`src/rtl/m2_sched_pkg.sv`:
```
// Shared types and helpers for the m2_sched round-robin scheduler and its
// bit-serial ones-mod-4 detector core.
package m2_sched_pkg;

  typedef enum logic [1:0] {
    IDLE = 2'd0,
    RUN  = 2'd1,
    DONE = 2'd2
  } state_t;

  localparam int CORE_W = 2;

  function automatic int clog2(input int v);
    int r;
    r = 0;
    while ((1 << r) < v) r++;
    return r;
  endfunction

endpackage

```
`src/rtl/m2_core.sv`:
```
// Mealy detector: counts sampled ones modulo 4 and flags every fourth one.
// Synchronous clr wins over en; all state changes on the falling clock edge.
module m2_core
  import m2_sched_pkg::*;
(
  input  logic ck,
  input  logic rst_n,
  input  logic clr,
  input  logic en,
  input  logic a,
  output logic hit
);

  logic [CORE_W-1:0] st;

  always_ff @(negedge ck or negedge rst_n) begin
    if (!rst_n) begin
      st <= '0;
    end else if (clr) begin
      st <= '0;
    end else if (en && a) begin
      st <= st + 1'b1;
    end
  end

  // The fourth one wraps the state to 0 on the same edge it is flagged.
  assign hit = en & a & (st == {CORE_W{1'b1}});

endmodule

```
`src/rtl/m2_sched.sv`:
```
// Round-robin scheduler granting one serial requester at a time exclusive use
// of a single ones-mod-4 detector for a FRAME_LEN-bit frame.
module m2_sched
  import m2_sched_pkg::*;
#(
  parameter int N         = 4,
  parameter int FRAME_LEN = 8,
  parameter int CW        = 4
) (
  input  logic                ck,
  input  logic                rst_n,
  input  logic [N-1:0]        req,
  input  logic [N-1:0]        din,
  output logic [N-1:0]        gnt,
  output logic                busy,
  output logic                hit,
  output logic                done,
  output logic [clog2(N)-1:0] done_id,
  output logic [CW-1:0]       hits
);

  localparam int IW = clog2(N);
  localparam int BW = clog2(FRAME_LEN + 1);
  localparam logic [BW-1:0] LAST    = BW'(FRAME_LEN - 1);
  localparam logic [CW-1:0] ACC_MAX = {CW{1'b1}};

  state_t        st, st_nx;
  logic [IW-1:0] ptr, sel, pick, cand;
  logic          pick_ok;
  logic [BW-1:0] cnt;
  logic [CW-1:0] acc, acc_nx;
  logic          core_hit, core_en, core_clr, sel_req, last_bit;

  assign sel_req  = req[sel];
  assign last_bit = (cnt == LAST);
  assign busy     = (st == RUN);
  assign core_en  = busy && sel_req;
  assign core_clr = !busy;
  assign hit      = busy & core_hit;
  assign acc_nx   = (acc == ACC_MAX) ? acc : acc + CW'(core_hit);

  m2_core u_core (
    .ck    (ck),
    .rst_n (rst_n),
    .clr   (core_clr),
    .en    (core_en),
    .a     (din[sel]),
    .hit   (core_hit)
  );

  // First requesting line after the pointer, wrapping, so the last winner goes last.
  always_comb begin
    pick_ok = 1'b0;
    pick    = '0;
    cand    = '0;
    for (int i = 1; i <= N; i++) begin
      cand = IW'((int'(ptr) + i) % N);
      if (!pick_ok && req[cand]) begin
        pick_ok = 1'b1;
        pick    = cand;
      end
    end
  end

  always_comb begin
    st_nx = st;
    case (st)
      IDLE, DONE: st_nx = pick_ok ? RUN : IDLE;
      RUN: begin
        if (!sel_req)      st_nx = IDLE;
        else if (last_bit) st_nx = DONE;
      end
      default: st_nx = IDLE;
    endcase
  end

  always_ff @(negedge ck or negedge rst_n) begin
    if (!rst_n) begin
      st      <= IDLE;
      ptr     <= IW'(N - 1);
      sel     <= '0;
      cnt     <= '0;
      acc     <= '0;
      gnt     <= '0;
      done    <= 1'b0;
      done_id <= '0;
      hits    <= '0;
    end else begin
      st   <= st_nx;
      done <= 1'b0;
      case (st)
        RUN: begin
          // A dropped request abandons the frame silently; the pointer keeps sel.
          if (!sel_req) begin
            gnt <= '0;
          end else begin
            cnt <= cnt + 1'b1;
            acc <= acc_nx;
            if (last_bit) begin
              hits    <= acc_nx;
              done_id <= sel;
              done    <= 1'b1;
              gnt     <= '0;
            end
          end
        end
        default: begin
          if (pick_ok) begin
            gnt <= N'(1) << pick;
            ptr <= pick;
            sel <= pick;
            cnt <= '0;
            acc <= '0;
          end else begin
            gnt <= '0;
          end
        end
      endcase
    end
  end

endmodule

```
`config.mk`:
```
export PLATFORM = sky130hd
export DESIGN_NAME = m2_sched
export DESIGN_NICKNAME = d
export VERILOG_FILES = /design/src/rtl/m2_sched_pkg.sv /design/src/rtl/m2_core.sv /design/src/rtl/m2_sched.sv
export SDC_FILE = /design/constraint.sdc
export NUM_CORES = 1
export LEC_CHECK = 0
export ABC_AREA = 1
export BUFFER_PORTS_ARGS = -buffer_cell sky130_fd_sc_hd__buf_4
export CAP_MARGIN = 30
export CORE_MARGIN = 4
export CORE_UTILIZATION = 28
export CTS_CLUSTER_DIAMETER = 200
export DETAILED_ROUTE_END_ITERATION = 8
export SLEW_MARGIN = 20
export SYNTH_ARGS = -nofsm -noshare
export SYNTH_HDL_FRONTEND = slang
export SYNTH_HIERARCHICAL = 1
export SYNTH_SLANG_ARGS = --single-unit
```
`constraint.sdc`:
```
create_clock -name ck -period 4.1 [get_ports ck]
set_input_delay 0.82 -clock ck [delete_from_list [all_inputs] [get_ports ck]]
set_output_delay 0.82 -clock ck [all_outputs]
set_load 0.02 [all_outputs]
```
==> flow_summary.html <==
<table>
<tr><th>Metric</th><th>Value</th></tr>
<tr><th colspan="2">Run status</th></tr>
<tr><td>Status</td><td>complete, but fails checks</td></tr>
<tr><td>Violated checks</td><td>setup timing</td></tr>
<tr><th colspan="2">Clock network</th></tr>
<tr><td>Clk Tree Root Cell</td><td>sky130_fd_sc_hd__clkbuf_8</td></tr>
<tr><td>Maximum buffer depth of the clock tree</td><td>2</td></tr>
<tr><td>Hold-fix buffers at CTS</td><td>0</td></tr>
<tr><td>Inserted Clock Buffers</td><td>3</td></tr>
<tr><td>Reg clk slew, reported paths</td><td>0.06 ns</td></tr>
<tr><td>Sinks on Clock Net</td><td>27</td></tr>
<tr><td>Number of H-tree branching levels</td><td>1</td></tr>
<tr><td>CTS tree</td><td>built</td></tr>
<tr><td>Clock latency on the worst-skew pair</td><td>0.34 ns</td></tr>
<tr><th colspan="2">Worst setup path</th></tr>
<tr><td>Cell with the largest stage delay on the worst path</td><td>sky130_fd_sc_hd__dfrtn_1</td></tr>
<tr><td>Arrival time at the worst endpoint</td><td>3.67 ns</td></tr>
<tr><td>Required time at the endpoint of the critical path</td><td>3.28 ns</td></tr>
<tr><td>Cells traversed along the worst timing path</td><td>inv_2, a21oi_2, o21ai_1, nand2_1, nand2_2, inv_4, nand2_4, nor2_4, inv_2, nor2_4, buf_6</td></tr>
<tr><td>Highest cell delay on the worst timing path</td><td>0.47 ns</td></tr>
<tr><td>Largest driver fanout on the critical path</td><td>4</td></tr>
<tr><td>WS Path Type</td><td>reg2out</td></tr>
<tr><td>Startpoint class of the critical path</td><td>flip-flop</td></tr>
<tr><td>Kind of end point of the critical path</td><td>output pin</td></tr>
<tr><th colspan="2">Timing</th></tr>
<tr><td>Worst clock skew</td><td>about 0.057 ns</td></tr>
<tr><td>Hold WS</td><td>0.4322 ns</td></tr>
<tr><td>Max-slew headroom</td><td>77.31%</td></tr>
<tr><td>Final setup violation count</td><td>7</td></tr>
<tr><td>Setup repair after global routing missed its margin</td><td>true</td></tr>
<tr><td>Pin slew with the least headroom to its limit</td><td>roughly 0.34 ns</td></tr>
<tr><td>Final Max Tran Viols</td><td>0</td></tr>
<tr><td>Number of hold violations in the final report</td><td>0</td></tr>
<tr><td>Worst setup margin</td><td>-0.3935 ns</td></tr>
<tr><td>Summed negative setup slack over all endpoints</td><td>-0.9279 ns</td></tr>
<tr><th colspan="2">Detailed routing</th></tr>
<tr><td>First-pass iteration count of the detailed router</td><td>4</td></tr>
<tr><td>Post-route ant nets</td><td>0</td></tr>
<tr><td>Vias per inst</td><td>4.473</td></tr>
<tr><td>Number of violations reported at the end of detailed-routing iteration 0</td><td>64</td></tr>
<tr><td>Number of DRC violations after detailed routing</td><td>0</td></tr>
<tr><td>Detailed-route wire length</td><td>3924 um</td></tr>
<tr><td>Vias</td><td>1503</td></tr>
<tr><td>Routed length per instance</td><td>11.68 um</td></tr>
<tr><th colspan="2">Global routing</th></tr>
<tr><td>Via count of the first global-routing pass</td><td>1483</td></tr>
<tr><td>Antenna violations before repair</td><td>0</td></tr>
<tr><td>Maximum number of pins on one net before global-route repair</td><td>28</td></tr>
<tr><td>GRT Residual Overflow</td><td>0</td></tr>
<tr><td>First-pass GRT wire length</td><td>6658 um</td></tr>
<tr><td>GRT Util Overall</td><td>11.21%</td></tr>
<tr><th colspan="2">Job</th></tr>
<tr><td>Max_cap viols</td><td>0</td></tr>
<tr><th colspan="2">Synthesis</th></tr>
<tr><td>Cell area after synthesis</td><td>1684 um2</td></tr>
<tr><td>Number of flip-flops and latches in the synthesized netlist</td><td>27</td></tr>
<tr><td>Part of the Yosys area used for sequential elements</td><td>40.27%</td></tr>
<tr><td>Syn Inst Count</td><td>between 200 and 250</td></tr>
<tr><td>Area share of the leading cell type in the synthesized netlist</td><td>37.15%</td></tr>
<tr><td>Library cell with the largest summed area after synthesis</td><td>sky130_fd_sc_hd__dfrtn_1</td></tr>
<tr><td>Distinct cell type count after synthesis</td><td>26</td></tr>
<tr><td>Average size of a mapped cell</td><td>roughly 7.7 um2</td></tr>
<tr><td>Warning count from the yosys run</td><td>6</td></tr>
<tr><td>Net Count, Synth</td><td>around 230</td></tr>
<tr><td>Largest cells by area after synthesis</td><td>sky130_fd_sc_hd__dfrtn_1 37%, sky130_fd_sc_hd__nand2_1 17%, sky130_fd_sc_hd__nand3_1 7.4%, sky130_fd_sc_hd__nand2_4 4.7%, sky130_fd_sc_hd__inv_1 4.2%</td></tr>
<tr><th colspan="2">Pwr</th></tr>
<tr><td>Maximum VDD drop</td><td>~0.27 mV</td></tr>
<tr><td>Tot Pwr</td><td>0.001623 W</td></tr>
<tr><td>Pwr/cell area</td><td>around 730 nW/um2</td></tr>
<tr><td>Leakage</td><td>1.223 nW</td></tr>
<tr><th colspan="2">Floorplan</th></tr>
<tr><td>Top Ports</td><td>23</td></tr>
<tr><td>Row count</td><td>27</td></tr>
<tr><td>Area enclosed by the die boundary</td><td>7320 um2</td></tr>
<tr><td>Effective utilization at floorplan</td><td>about 30%</td></tr>
<tr><td>Overall die width</td><td>85.56 um</td></tr>
<tr><td>Die extent in y</td><td>85.56 um</td></tr>
<tr><td>Core footprint</td><td>5675 um2</td></tr>
<tr><th colspan="2">Cells and area</th></tr>
<tr><td>Layout area overhead</td><td>32.54%</td></tr>
<tr><td>Most frequent cells in the layout</td><td>73 x sky130_fd_sc_hd__nand2_1, 38 x sky130_fd_sc_hd__buf_4, 25 x sky130_fd_sc_hd__dfrtn_1</td></tr>
<tr><td>Number of antenna cells inserted</td><td>0</td></tr>
<tr><td>Final Net Count</td><td>around 280</td></tr>
<tr><td>Most frequent standard cell in the layout excluding fill and tap cells</td><td>sky130_fd_sc_hd__nand2_1</td></tr>
<tr><td>Fraction of final layout cells with drive strength greater than 1</td><td>approximately 37%</td></tr>
<tr><th colspan="2">Hold path</th></tr>
<tr><td>Tightest Hold Check Type</td><td>reg2reg</td></tr>
<tr><th colspan="2">Placed design</th></tr>
<tr><td>Port buffer count</td><td>22</td></tr>
<tr><td>Global placement routability congestion</td><td>about 0.74</td></tr>
<tr><td>Half-perimeter wire length of the detailed placement result</td><td>2969 um</td></tr>
</table>
-- layer usage --
layer	vias to the layer above	track usage (%)	wire length, um
li1	782	-	-
met1	689	16.50	2009
met2	27	16.53	1703
met3	5	2.113	160
met4	0	3.453	51
met5	-	0	0
-- cells by family after synthesis --
group | Yosys count | share of synthesized area (%)
AOI/OAI and AO/OA | 16 | 5.498
adders and majority gates | 4 | 2.972
and+or+nand+nor | 138 | 40.64
DFF | 27 | 40.27
xor gates and xnor gates | 3 | 1.560
buffers and inverters | 30 | 9.064
-- final timing paths --
check	from	endpoint	slack, ns	depth (start not counted)
hold / removal	hits[3]	hits[3]	0.43	2
setup / recovery	sel[0]	hit	-0.39	11
min in group asynchronous	rst_n	u_core/st[0]	2.37	1
hold reg to reg	hits[3]	hits[3]	0.43	2
max in group asynchronous	rst_n	ptr[0]	1.36	1
setup reg to reg	sel[0]	hits[2]	1.91	16
-- report_power, final --
part	internal (W)	total, W	switching (W)
clock network	0.0000728	0.000164	0.0000909
logic	0.000408	0.00103	0.000622
registers	0.000351	0.000429	0.0000776
total	0.000832	0.00162	0.000791
-- sequential cells by signal, indices dropped and copies added (netlist names) --
register,cells
acc,4
cnt,4
gnt,4
hits,4
done_id,2
ptr,2
sel,2
st,2
u_core/st,2
done,1
-- final cells by class --
type / count / area [um2]
flip-flops and latches: 27 / 678.2
well taps: 72 / 90.09
repair buffers: 44 / 352.8
clock buffers: 3 / 41.29
inverters: 26 / 122.6
fillers: 582 / 3443
multi-input cells: 161 / 930.9
clock inverters: 3 / 16.27
-- stage by stage --
| stage | instance area [um2] | worst slack, ns | instances | utilization, % |
|---|---|---|---|---|
| floorplan | 1753 | -0.1174 | 218 | - |
| global placement | 2110 | -0.2521 | 327 | 37.17 |
| detailed placement | 2110 | -0.2899 | 327 | 37.17 |
| CTS | 2205 | -0.3899 | 335 | 38.84 |
| global route | 2232 | -0.5286 | 336 | 39.33 |
| finish | 2232 | -0.3935 | 336 | 39.33 |
-- worst max-delay path, delay by kind of cell (launching register included) --
family / cells / cell delay [ns]
DFF: 1 / 0.47
AOI/OAI and AO/OA: 2 / 0.18
and+or+nand+nor: 5 / 0.39
buffers and inverters: 4 / 0.31
-- synth_stat cells --
cell and n:
sky130_fd_sc_hd__a21oi_1 3, sky130_fd_sc_hd__a21oi_2 1, sky130_fd_sc_hd__buf_6 3, sky130_fd_sc_hd__dfrtn_1 25
sky130_fd_sc_hd__dfstp_2 2, sky130_fd_sc_hd__ha_1 4, sky130_fd_sc_hd__inv_1 19, sky130_fd_sc_hd__inv_2 5
sky130_fd_sc_hd__inv_4 1, sky130_fd_sc_hd__inv_8 2, sky130_fd_sc_hd__nand2_1 77, sky130_fd_sc_hd__nand2_2 10
sky130_fd_sc_hd__nand2_4 7, sky130_fd_sc_hd__nand2_8 1, sky130_fd_sc_hd__nand3_1 25, sky130_fd_sc_hd__nand3_4 1
sky130_fd_sc_hd__nand4_1 3, sky130_fd_sc_hd__nor2_1 12, sky130_fd_sc_hd__nor2_8 1, sky130_fd_sc_hd__nor3b_1 1
sky130_fd_sc_hd__o21ai_0 6, sky130_fd_sc_hd__o21ai_1 3, sky130_fd_sc_hd__o21ai_2 2, sky130_fd_sc_hd__o22ai_1 1
sky130_fd_sc_hd__xnor2_1 1, sky130_fd_sc_hd__xor2_1 2
-- repair_timing --
item	4_1_cts	5_1_grt
hold endpoints to repair	0	0
resized for setup	4	6
endpoints found under the setup margin	1	7
cloned	0	0
setup buffers	3	1
pin swaps	5	5
Power figures use the tool's default switching activity.
